<file path="src/rtl/wb_boot_loader.sv">
// wb_boot_loader: copies the boot ROM image into RAM over Wishbone; optional readback pass when BOOT_VERIFY_EN is defined
module wb_boot_loader #(
  parameter int data_width = 32,
  parameter int addr_width = 8,
  parameter int wb_addr_width = 32,
  parameter logic [wb_addr_width-1:0] base_addr = '0,
  parameter int word_count = 2**addr_width
) (
  input  logic                      clk,
  input  logic                      rst_n,
  input  logic                      start,
  output logic [addr_width-1:0]     rom_addr,
  input  logic [data_width-1:0]     rom_q,
  output logic [wb_addr_width-1:0]  wb_adr_o,
  output logic [data_width-1:0]     wb_dat_o,
`ifdef BOOT_VERIFY_EN
  input  logic [data_width-1:0]     wb_dat_i,
`endif
  output logic [data_width/8-1:0]   wb_sel_o,
  output logic                      wb_we_o,
  output logic                      wb_cyc_o,
  output logic                      wb_stb_o,
  input  logic                      wb_ack_i,
  input  logic                      wb_err_i,
  output logic                      busy,
  output logic                      done,
  output logic                      error,
  output logic                      cpu_rst_n
);
  typedef enum logic [2:0] {IDLE, FETCH, LOAD, WRITE, READ, DONE, ERROR} state_t;
  localparam logic [wb_addr_width-1:0] STEP = wb_addr_width'(data_width / 8);
  localparam logic [addr_width-1:0] LAST = addr_width'(word_count - 1);
  state_t state_q, state_d;
  logic [addr_width-1:0] index_q, index_d;
  logic [wb_addr_width-1:0] adr_q, adr_d;
  logic [data_width-1:0] dat_q, dat_d;
  logic [data_width/8-1:0] sel_q, sel_d;
  logic we_q, we_d, cyc_q, cyc_d, stb_q, stb_d;
`ifdef BOOT_VERIFY_EN
  logic verify_q, verify_d;
`endif
  // Next-state and bus-output computation; everything holds unless a state changes it
  always_comb begin
    state_d = state_q;
    index_d = index_q;
    adr_d = adr_q;
    dat_d = dat_q;
    sel_d = sel_q;
    we_d = we_q;
    cyc_d = cyc_q;
    stb_d = stb_q;
`ifdef BOOT_VERIFY_EN
    verify_d = verify_q;
`endif
    case (state_q)
      IDLE: if (start) state_d = (word_count == 0) ? DONE : FETCH;
      FETCH: state_d = LOAD;
      LOAD: begin
        dat_d = rom_q;
        adr_d = base_addr + wb_addr_width'(index_q) * STEP;
        sel_d = '1;
        cyc_d = 1'b1;
        stb_d = 1'b1;
`ifdef BOOT_VERIFY_EN
        we_d = !verify_q;
        state_d = verify_q ? READ : WRITE;
`else
        we_d = 1'b1;
        state_d = WRITE;
`endif
      end
      WRITE: if (wb_err_i || wb_ack_i) begin
        cyc_d = 1'b0;
        stb_d = 1'b0;
        we_d = 1'b0;
        if (wb_err_i) state_d = ERROR;
        else if (index_q == LAST) begin
`ifdef BOOT_VERIFY_EN
          index_d = '0;
          verify_d = 1'b1;
          state_d = FETCH;
`else
          state_d = DONE;
`endif
        end else begin
          index_d = index_q + 1'b1;
          state_d = FETCH;
        end
      end
`ifdef BOOT_VERIFY_EN
      READ: if (wb_err_i || wb_ack_i) begin
        cyc_d = 1'b0;
        stb_d = 1'b0;
        if (wb_err_i || wb_dat_i != dat_q) state_d = ERROR;
        else if (index_q == LAST) state_d = DONE;
        else begin
          index_d = index_q + 1'b1;
          state_d = FETCH;
        end
      end
`endif
      default: ;
    endcase
  end
  // State and bus registers; async reset drops the bus immediately
  always_ff @(posedge clk or negedge rst_n) begin
    if (!rst_n) begin
      state_q <= IDLE;
      index_q <= '0;
      adr_q <= '0;
      dat_q <= '0;
      sel_q <= '0;
      we_q <= 1'b0;
      cyc_q <= 1'b0;
      stb_q <= 1'b0;
`ifdef BOOT_VERIFY_EN
      verify_q <= 1'b0;
`endif
    end else begin
      state_q <= state_d;
      index_q <= index_d;
      adr_q <= adr_d;
      dat_q <= dat_d;
      sel_q <= sel_d;
      we_q <= we_d;
      cyc_q <= cyc_d;
      stb_q <= stb_d;
`ifdef BOOT_VERIFY_EN
      verify_q <= verify_d;
`endif
    end
  end
  assign rom_addr = index_q;
  assign wb_adr_o = adr_q;
  assign wb_dat_o = dat_q;
  assign wb_sel_o = sel_q;
  assign wb_we_o = we_q;
  assign wb_cyc_o = cyc_q;
  assign wb_stb_o = stb_q;
  assign busy = state_q inside {FETCH, LOAD, WRITE, READ};
  assign done = state_q == DONE;
  assign error = state_q == ERROR;
  assign cpu_rst_n = state_q == DONE;
endmodule
</file>
<file path="config.mk">
export PLATFORM = sky130hd
export DESIGN_NAME = wb_boot_loader
export DESIGN_NICKNAME = d
export VERILOG_FILES = /design/src/rtl/wb_boot_loader.sv
export SDC_FILE = /design/constraint.sdc
export NUM_CORES = 1
export LEC_CHECK = 0
export BUFFER_PORTS_ARGS = -buffer_cell sky130_fd_sc_hd__buf_2
export CORE_MARGIN = 2
export CORE_UTILIZATION = 49
export CTS_BUF_LIST = sky130_fd_sc_hd__clkbuf_16
export DETAILED_ROUTE_END_ITERATION = 10
export PLACE_DENSITY = 0.85
export SLEW_MARGIN = 40
export SYNTH_ARGS = -nofsm -noshare
export SYNTH_HDL_FRONTEND = slang
export SYNTH_SLANG_ARGS = --single-unit
</file>
<file path="constraint.sdc">
create_clock -name clk -period 3.4 [get_ports clk]
set_input_delay 0.34 -clock clk [delete_from_list [all_inputs] [get_ports clk]]
set_output_delay 0.34 -clock clk [all_outputs]
set_load 0.05 [all_outputs]
</file>
==> flow_summary.yaml, run 1 <==
pwr:
  pwr_density_cell_mw_per_mm2: 418
  leakagePower_nw: 1.70
  finalPower_mw: 1.20
  peakVddDrop_mv: 0.299
route:
  drtPass1Iterations: 3
  drtIter0Drc: 41
  vias: 1511
  wl_per_cell_um: 12.5
  antenna_left: 0
  drc: 0
  viasPerCell: 4.71
  wirelength_mm: 4.02
clocking:
  postCtsResizedCells: 0
  clock_latency_ps: 280
  root_buffer: "clkbuf_16"
  tritoncts: "yes"
  ctsHoldBuffers: 0
  clk_pin_slew_ps: 70
  post_cts_buffers: 0
  cts_buffer_depth: 2
  htree_levels: 2
  cts_buffers: 5
  cts_sinks: 53
grt:
  gr-total-overflow: 0
  antenna_found_initial: 0
  grt_max_degree: 32
  grt_first_pass_wirelength_mm: 6.31
  grt_pass1_vias: 1401
  track_usage: 0.151
timing:
  tns_ps: 0
  fin_skew_ps: 5.66
  final_hold_viol_count: 0
  tightest_slew_ps: 527
  report.final.slew_viol_count: 0
  fin_crit_sh: 0.572
  relSlewSlack: 0.648
  rsz0062_at_grt: "no"
  fmax_mhz: 515
  period_needed_ps: 1940
  setup_viol: 0
synthesis:
  syn_avg_cell_area_um2: 13.6
  ys_seq_area_frac: 0.557
  ys_seq_elements: 53
  yosys.cell_types.count: 27
  syn_inst: 175
  ys_warn_count: 0
  synth_area_mm2: 0.00238
cells_and_area:
  fillerInstances: 374
  nets: 304
  drive_above_1_share: 0.566
  syn2layout_area_growth_pct: 20.9
  layout_commonest_cell: "buf_2"
  n_antenna_cell: 0
  final_cell_mix: "95 x buf_2, 53 x dfrtp_1, 38 x mux2_2"
placed_design:
  gp_congestion: 0.737
  dp.final_hpwl_mm: 3.13
  io_buffers: 95
floorplan:
  io_pins: 120
  core_mm2: 0.00469
  initial_core_util: 0.507
  die_w_um: 73.7
  die-area_mm2: 0.00543
  fp-row-count: 25
  die_y_um: 73.7
setup_path:
  required_ps: 3570
  worst-setup-path-type: "flop to flop"
  start_kind: "flop"
  arrival_ps: 2110
  crit_fanout: 21
  crit_path_end_kind: "flop"
run:
  drv_cap: 0
hold_path:
  holdCritPathClass: "input port to async pin"
outcome:
  status: "finished clean"
## layer usage
metal,up-vias,wire length (µm),global-route usage
li1,723,-,-
met1,702,1680,0.184
met2,80,1930,0.250
met3,6,369,0.0466
met4,0,44,0.0606
met5,-,0,0
## cell families after synthesis
logic type,after synthesis,synth area share
AO/OA/AOI/OAI,9,0.0252
XOR/XNOR,8,0.0294
adder cells (fa/ha/maj),1,0.00525
buffers and inverters,37,0.123
flip-flops,53,0.557
multiplexers,41,0.195
other,1,0.00157
AND/OR/NAND/NOR,25,0.0631
## critical path, stage by stage (launching register included)
cell and delay, ps:
dfrtp_1 440, inv_2 110, nand2_2 80, nor2_4 430, buf_4 380, mux2_2 370
## path summary, 6_finish.rpt
check                             from      endpoint  slack [ps]  depth (start not counted)
max in group asynchronous        rst_n   wb_dat_o[6]        2600                          2
setup reg to reg            state_q[2]   wb_adr_o[6]        1460                          5
setup / recovery            state_q[2]   wb_adr_o[6]        1460                          5
hold reg to reg            wb_dat_o[4]   wb_dat_o[4]         490                          1
min in group clk              rom_q[4]   wb_dat_o[4]         280                          2
hold / removal                   rst_n  wb_dat_o[27]          20                          1
## layout make-up
| type | instances | area, µm² | area share |
|---|---|---|---|
| well taps | 54 | 67.6 | 0.0235 |
| multi-input cells | 108 | 848 | 0.295 |
| flip-flops and latches | 53 | 1330 | 0.461 |
| repair buffers | 97 | 490 | 0.170 |
| clock buffers | 5 | 125 | 0.0435 |
| inverters | 1 | 3.75 | 0.00130 |
| clock inverters | 3 | 17.5 | 0.00608 |
## flip-flops by register name (all words and copies together) (netlist names)
register and flops:
wb_dat_o 32, rom_addr 8, wb_adr_o 8, state_q 3
wb_sel_o 1, wb_stb_o 1
## power breakdown
part           internal, mW  total, mW  leakage (nW)  switching [mW]
Clock                 0.270      0.475        0.0696           0.205
Sequential            0.631      0.633         0.723         0.00170
Combinational        0.0171     0.0962         0.905          0.0792
Total                 0.918       1.20          1.70           0.286
## synth_stat cells, drive strengths merged
cell | instances | area (µm²)
ha | 1 | 12.5
and3 | 3 | 18.8
o21ai | 4 | 20.0
nand4 | 4 | 31.3
or2 | 1 | 6.26
xor2 | 2 | 17.5
nor2 | 7 | 33.8
nor3b | 1 | 7.51
nor2b | 1 | 6.26
buf | 36 | 289
inv | 1 | 3.75
o31ai | 1 | 7.51
and4bb | 1 | 16.3
conb | 1 | 3.75
a21oi | 3 | 15.0
dfrtp | 53 | 1330
xnor2 | 6 | 52.6
o211a | 1 | 17.5
nand3 | 1 | 5.00
nand2 | 6 | 25.0
mux2 | 41 | 465
## metrics by stage
step	worst slack [ps]	instances	cell area, µm²	utilization	hold WS (ps)
finish	1460	321	2880	0.614	16.5
global route	1320	321	2880	0.614	49.7
CTS	1400	321	2880	0.614	29.7
detailed placement	1410	313	2740	0.583	336
global placement	1490	313	2740	0.583	323
floorplan	963	198	2470	-	44.4
(Power assumes the default switching activity.)
==> inputs of run 2 (changes only) <==
--- a/config.mk
+++ b/config.mk
@@ -5,12 +5,13 @@
 export SDC_FILE = /design/constraint.sdc
 export NUM_CORES = 1
 export LEC_CHECK = 0
+export ABC_AREA = 1
 export BUFFER_PORTS_ARGS = -buffer_cell sky130_fd_sc_hd__buf_2
 export CORE_MARGIN = 2
-export CORE_UTILIZATION = 49
+export CORE_UTILIZATION = 41
 export CTS_BUF_LIST = sky130_fd_sc_hd__clkbuf_16
 export DETAILED_ROUTE_END_ITERATION = 10
-export PLACE_DENSITY = 0.85
+export PLACE_DENSITY = 0.75
 export SLEW_MARGIN = 40
 export SYNTH_ARGS = -nofsm -noshare
 export SYNTH_HDL_FRONTEND = slang
==> constraint.sdc (replaced) <==
create_clock -name clk -period 1.6 [get_ports clk]
set_input_delay 0.16 -clock clk [delete_from_list [all_inputs] [get_ports clk]]
set_output_delay 0.16 -clock clk [all_outputs]
set_load 0.05 [all_outputs]
==> flow_summary.yaml, run 2 <==
outcome:
  status: "finished clean"
pwr:
  leakagePower_nw: 1.82
  power_frac_comb: 0.533
  peakVddDrop_mv: 0.999
  pwr_density_cell_mw_per_mm2: 2310
  p_switching_mw: 3.77
  internal-power_mw: 3.42
  p_sw_frac: 0.524
  pwr-share-clk: 0.160
  pwr-share-seq: 0.307
grt:
  grt_pass1_vias: 1906
  grt_max_degree: 48
  antenna_found_initial: 0
  gr-total-overflow: 0
  track_usage: 0.159
  grt_first_pass_wirelength_mm: 8.16
placed_design:
  numPlacedInstances: 461
  gp_congestion: 0.823
  dp.final_hpwl_mm: 3.99
  io_buffers: 95
  place_ws_ps: 88.8
setup_path:
  worst-setup-path-type: "flop to output pin"
  crit_fanout: 6
  cp_slowest_stage_delay_ps: 500
  arrival_ps: 1350
  crit_start: "state_q[0]"
  crit_path_end_kind: "output pin"
  reg2reg_to: "rom_addr[7]"
  ff2ff_path_depth: 8
  required_ps: 1440
  start_kind: "flop"
  crit_chain: "inv_1 -> nor3_2 -> clkbuf_4"
  slowest_stage: "dfrtp_1"
  r2r-start: "rom_addr[0]"
  rrSetupSlack_ps: 120
floorplan:
  die_y_um: 81.7
  die-area_mm2: 0.00667
  io_pins: 120
  fp-row-count: 28
  die_w_um: 81.7
  core_mm2: 0.00589
  initial_core_util: 0.420
run:
  drv_cap: 0
synthesis:
  ys_seq_area_frac: 0.536
  ys_seq_elements: 53
  synth-async-reset-ratio: 1.00
  syn_inst: 300
  yosysMostFrequentCell: "nand2_1"
  yosys.area.top_type: "dfrtp_1"
  syn_avg_cell_area_um2: 8.24
  synth-edff-count: 0
  synth_common_cells: "154 x nand2_1, 53 x dfrtp_1, 30 x buf_4"
  yosys.cell_types.count: 21
  ys_warn_count: 0
  synth_ff_type: "dfrtp_1"
  yosys.area.top_type_share: 0.536
  synth_area_mm2: 0.00247
  synth_area_leaders: "dfrtp_1 54%, nand2_1 23%, buf_4 9.1%, o21ai_0 1.8%, inv_1 1.8%"
route:
  drtIter0Drc: 111
  wirelength_mm: 5.34
  vias: 2095
  drc: 0
  antenna_left: 0
  viasPerCell: 4.46
  wl_per_cell_um: 11.4
  drtPass1Iterations: 4
timing:
  final_hold_viol_count: 0
  setup_ws_ps: 86.8
  fmax_mhz: 661
  period_needed_ps: 1510
  setup_viol: 0
  fin_skew_ps: 3.05
  fin_crit_sh: 0.946
  report.final.slew_viol_count: 0
  rsz0062_at_grt: "no"
cells_and_area:
  nets: 432
  fin_cells: 470
  multi_input_area_um2: 920
  n_antenna_cell: 0
  ff_latch_area_mm2: 0.00133
  drive_above_1_share: 0.296
  largest_register_ffs: 32
  syn2layout_area_growth_pct: 26.2
  fillerInstances: 556
  final_cell_mix: "154 x nand2_1, 92 x buf_2, 52 x dfrtp_1"
  layout_commonest_cell: "nand2_1"
hold_path:
  min_to: "wb_dat_o[17]"
  holdCritPathClass: "input port to flop"
  hold_depth: 3
  hp-start: "rom_q[17]"
clocking:
  clock_latency_ps: 280
  htree_levels: 2
  cts_sinks: 53
  clk_pin_slew_ps: 60
  cts_buffer_depth: 2
  root_buffer: "clkbuf_16"
  post_cts_buffers: 0
  cts_buffers: 5
  tritoncts: "yes"
==> run 2: cells by family after synthesis <==
kind of cell | Yosys count | synth area share
simple gates | 178 | 0.284
flops | 53 | 0.536
buf+inv | 52 | 0.136
compound gates | 11 | 0.0233
xor+xnor | 4 | 0.0142
fa+ha+maj | 1 | 0.00506
other cells | 1 | 0.00152
==> run 2: power by group through the flow <==
stage	logic [mW]	registers, mW	clock network (mW)
floorplan	1.35	3.88	0
global placement	3.78	2.19	0
detailed placement	3.83	2.22	0
CTS	3.85	2.20	1.18
global route	4.10	2.27	1.25
finish	3.84	2.21	1.15
==> run 2: routing by layer <==
layer / GRT usage / routed length, µm / vias to the layer above / share of wire
met1: 0.189 / 2330 / 977 / 0.44
met3: 0.0385 / 318 / 4 / 0.060
met5: 0 / 0 / - / 0
met4: 0.0450 / 40 / 0 / 0.0075
li1: - / - / 1047 / -
met2: 0.287 / 2650 / 67 / 0.50
==> run 2: through the flow <==
step	hold WS, ps	instance area [µm²]	power (mW)	setup TNS [ps]	utilization
finish	76.2	3120	7.20	0	0.530
global route	75.1	3120	7.62	0	0.530
CTS	69.9	3100	7.23	0	0.527
detailed placement	121	2930	6.05	0	0.497
global placement	108	2930	5.98	0	0.497
floorplan	-136	2570	5.23	-106	-
==> run 2: how the worst max path moves through the flow <==
stage,to
6_report,cpu_rst_n
5_1_grt,cpu_rst_n
4_1_cts,done
3_5_place_dp,rom_addr[7]
3_3_place_gp,rom_addr[7]
2_1_floorplan,done
==> run 2: final cells by class <==
class,count,share of cell area
repair buffers,102,0.181
well taps,75,0.0301
clock inverters,3,0.0120
clock buffers,5,0.0401
flip-flops and latches,53,0.426
inverters,14,0.0168
multi-input cells,218,0.295
==> run 2: timing repair <==
action | CTS | global route
setup endpoints to repair | 1 | 12
endpoints found under the hold margin | 16 | 0
hold buffers | 1 | 0
pin swaps | 0 | 0
resized for setup | 1 | 7
==> run 2: worst max-delay path: cells and delay by family (launching register included) <==
| kind | cells | cell delay [ps] |
|---|---|---|
| buffers and inverters | 2 | 370 |
| flip-flops | 1 | 500 |
| AND/OR/NAND/NOR | 1 | 200 |
==> inputs of run 3 (changes only) <==
--- a/config.mk
+++ b/config.mk
@@ -7,6 +7,7 @@
 export LEC_CHECK = 0
 export ABC_AREA = 1
 export BUFFER_PORTS_ARGS = -buffer_cell sky130_fd_sc_hd__buf_2
+export CORE_ASPECT_RATIO = 0.8
 export CORE_MARGIN = 2
 export CORE_UTILIZATION = 41
 export CTS_BUF_LIST = sky130_fd_sc_hd__clkbuf_16
==> flow_summary.yaml, run 3 (synthesis gave the netlist of run 2 again) <==
outcome:
  status: "finished clean"
grt:
  grt_first_pass_wirelength_mm: 8.28
  gr-total-overflow: 0
  grt_max_degree: 54
  grt_pass1_vias: 1752
  track_usage: 0.156
  antenna_found_initial: 0
pwr:
  leakagePower_nw: 1.78
  finalPower_mw: 6.96
  peakVddDrop_mv: 1.12
  pwr_density_cell_mw_per_mm2: 2270
run:
  drv_cap: 0
clocking:
  tritoncts: "yes"
  cts_buffers: 5
  clk_pin_slew_ps: 60
  cts_sinks: 53
  cts_buffer_depth: 2
  root_buffer: "clkbuf_16"
  clock_latency_ps: 280
  post_cts_buffers: 0
  htree_levels: 2
setup_path:
  arrival_ps: 1320
  r2r-start: "rom_addr[0]"
  required_ps: 1440
  crit_path_end_kind: "output pin"
  crit_fanout: 6
  slowest_stage: "dfrtp_2"
  crit_chain: "nor2_2 -> xor2_1 -> clkbuf_4"
  start_kind: "flop"
  critical_path.top_delay_family: "flip-flops"
  critPathBufInv: 1
  crit_start: "state_q[0]"
  cp_slowest_stage_delay_ps: 460
  worst-setup-path-type: "flop to output pin"
route:
  wl_per_cell_um: 10.9
  drtIter0Drc: 83
  viasPerCell: 4.25
  wirelength_mm: 5.13
  vias: 2008
  drc: 0
  drtPass1Iterations: 4
  antenna_left: 0
floorplan:
  io_pins: 120
  initial_core_util: 0.420
  die-area_mm2: 0.00667
  fp-row-count: 25
  core_mm2: 0.00588
  die_w_um: 90.8
  die_y_um: 73.5
cells_and_area:
  nets: 429
  n_antenna_cell: 0
  syn2layout_area_growth_pct: 23.8
  fillerInstances: 592
  fin_cells: 472
  layout_commonest_cell: "nand2_1"
  largest_register_ffs: 32
  final_cell_mix: "154 x nand2_1, 92 x buf_2, 51 x dfrtp_1"
  final_core_util: 0.520
  final_area_mm2: 0.00306
  drive_above_1_share: 0.292
timing:
  report.final.slew_viol_count: 0
  final_hold_viol_count: 0
  period_needed_ps: 1480
  fin_skew_ps: 3.58
  fin_crit_sh: 0.923
  fmax_mhz: 678
  rsz0062_at_grt: "no"
  setup_viol: 0
placed_design:
  gp_congestion: 0.762
  dp.final_hpwl_mm: 3.73
  numPlacedInstances: 464
  io_buffers: 95
  post_dp_cell_area_mm2: 0.00290
hold_path:
  holdCritPathClass: "input port to flop"
  hp-start: "rom_q[0]"
[run 3: changes by cell type in the layout (fill, tap and decap cells not counted)]
cell       previous run  this run
buf_4                 6         4
buf_12                2         1
bufinv_16             1         0
dfrtp_1              52        51
dfrtp_2               1         2
inv_2                 2         1
inv_4                 0         1
nor2_2                1         2
nor2_4                1         0
[run 3: cell type report]
class,instances,area [µm²],share of cell area
repair buffers,99,528,0.173
clock inverters,2,7.51,0.00245
well taps,81,101,0.0331
flip-flops and latches,53,1330,0.434
multi-input cells,218,915,0.299
clock buffers,5,125,0.0409
inverters,14,55.1,0.0180
[run 3: final timing paths]
path | slack, ps | endpoint | cells past startpoint
min in group asynchronous | 400 | wb_dat_o[22] | 3
max in group asynchronous | 940 | state_q[0] | 3
hold / removal | 80 | wb_dat_o[0] | 3
hold reg to reg | 460 | wb_dat_o[0] | 2
setup / recovery | 120 | busy | 3
setup reg to reg | 140 | rom_addr[5] | 8
[run 3: metrics by stage]
stage	hold WS (ps)	TNS [ps]	worst slack, ps
6_report	75.3	0	124
5_1_grt	79.0	0	3.90
4_1_cts	70.2	0	14.3
3_5_place_dp	172	0	109
3_3_place_gp	174	0	194
2_1_floorplan	-136	-106	-106
[run 3: routing by layer]
layer  global-route usage  wire length [µm]  up-vias
met2                0.245              2320       81
met5                    0                 0        -
li1                     -                 -     1040
met3               0.0441               388        2
met4               0.0387                16        0
met1                0.218              2410      885
[run 3: power by group]
group | internal (mW) | total, mW | switching [mW]
registers | 1.87 | 2.22 | 0.351
logic | 0.793 | 3.77 | 2.98
clock network | 0.559 | 0.970 | 0.411
[run 3: repair_timing]
item | in CTS | in global routing
endpoints found under the hold margin | 53 | 0
endpoints found under the setup margin | 0 | 14
gates resized for setup | 0 | 11
hold buffers | 1 | 0
[run 3: worst min-delay path, stage by stage]
cell and delay (ps):
buf_2 70, nand2_1 40, nand2_1 50
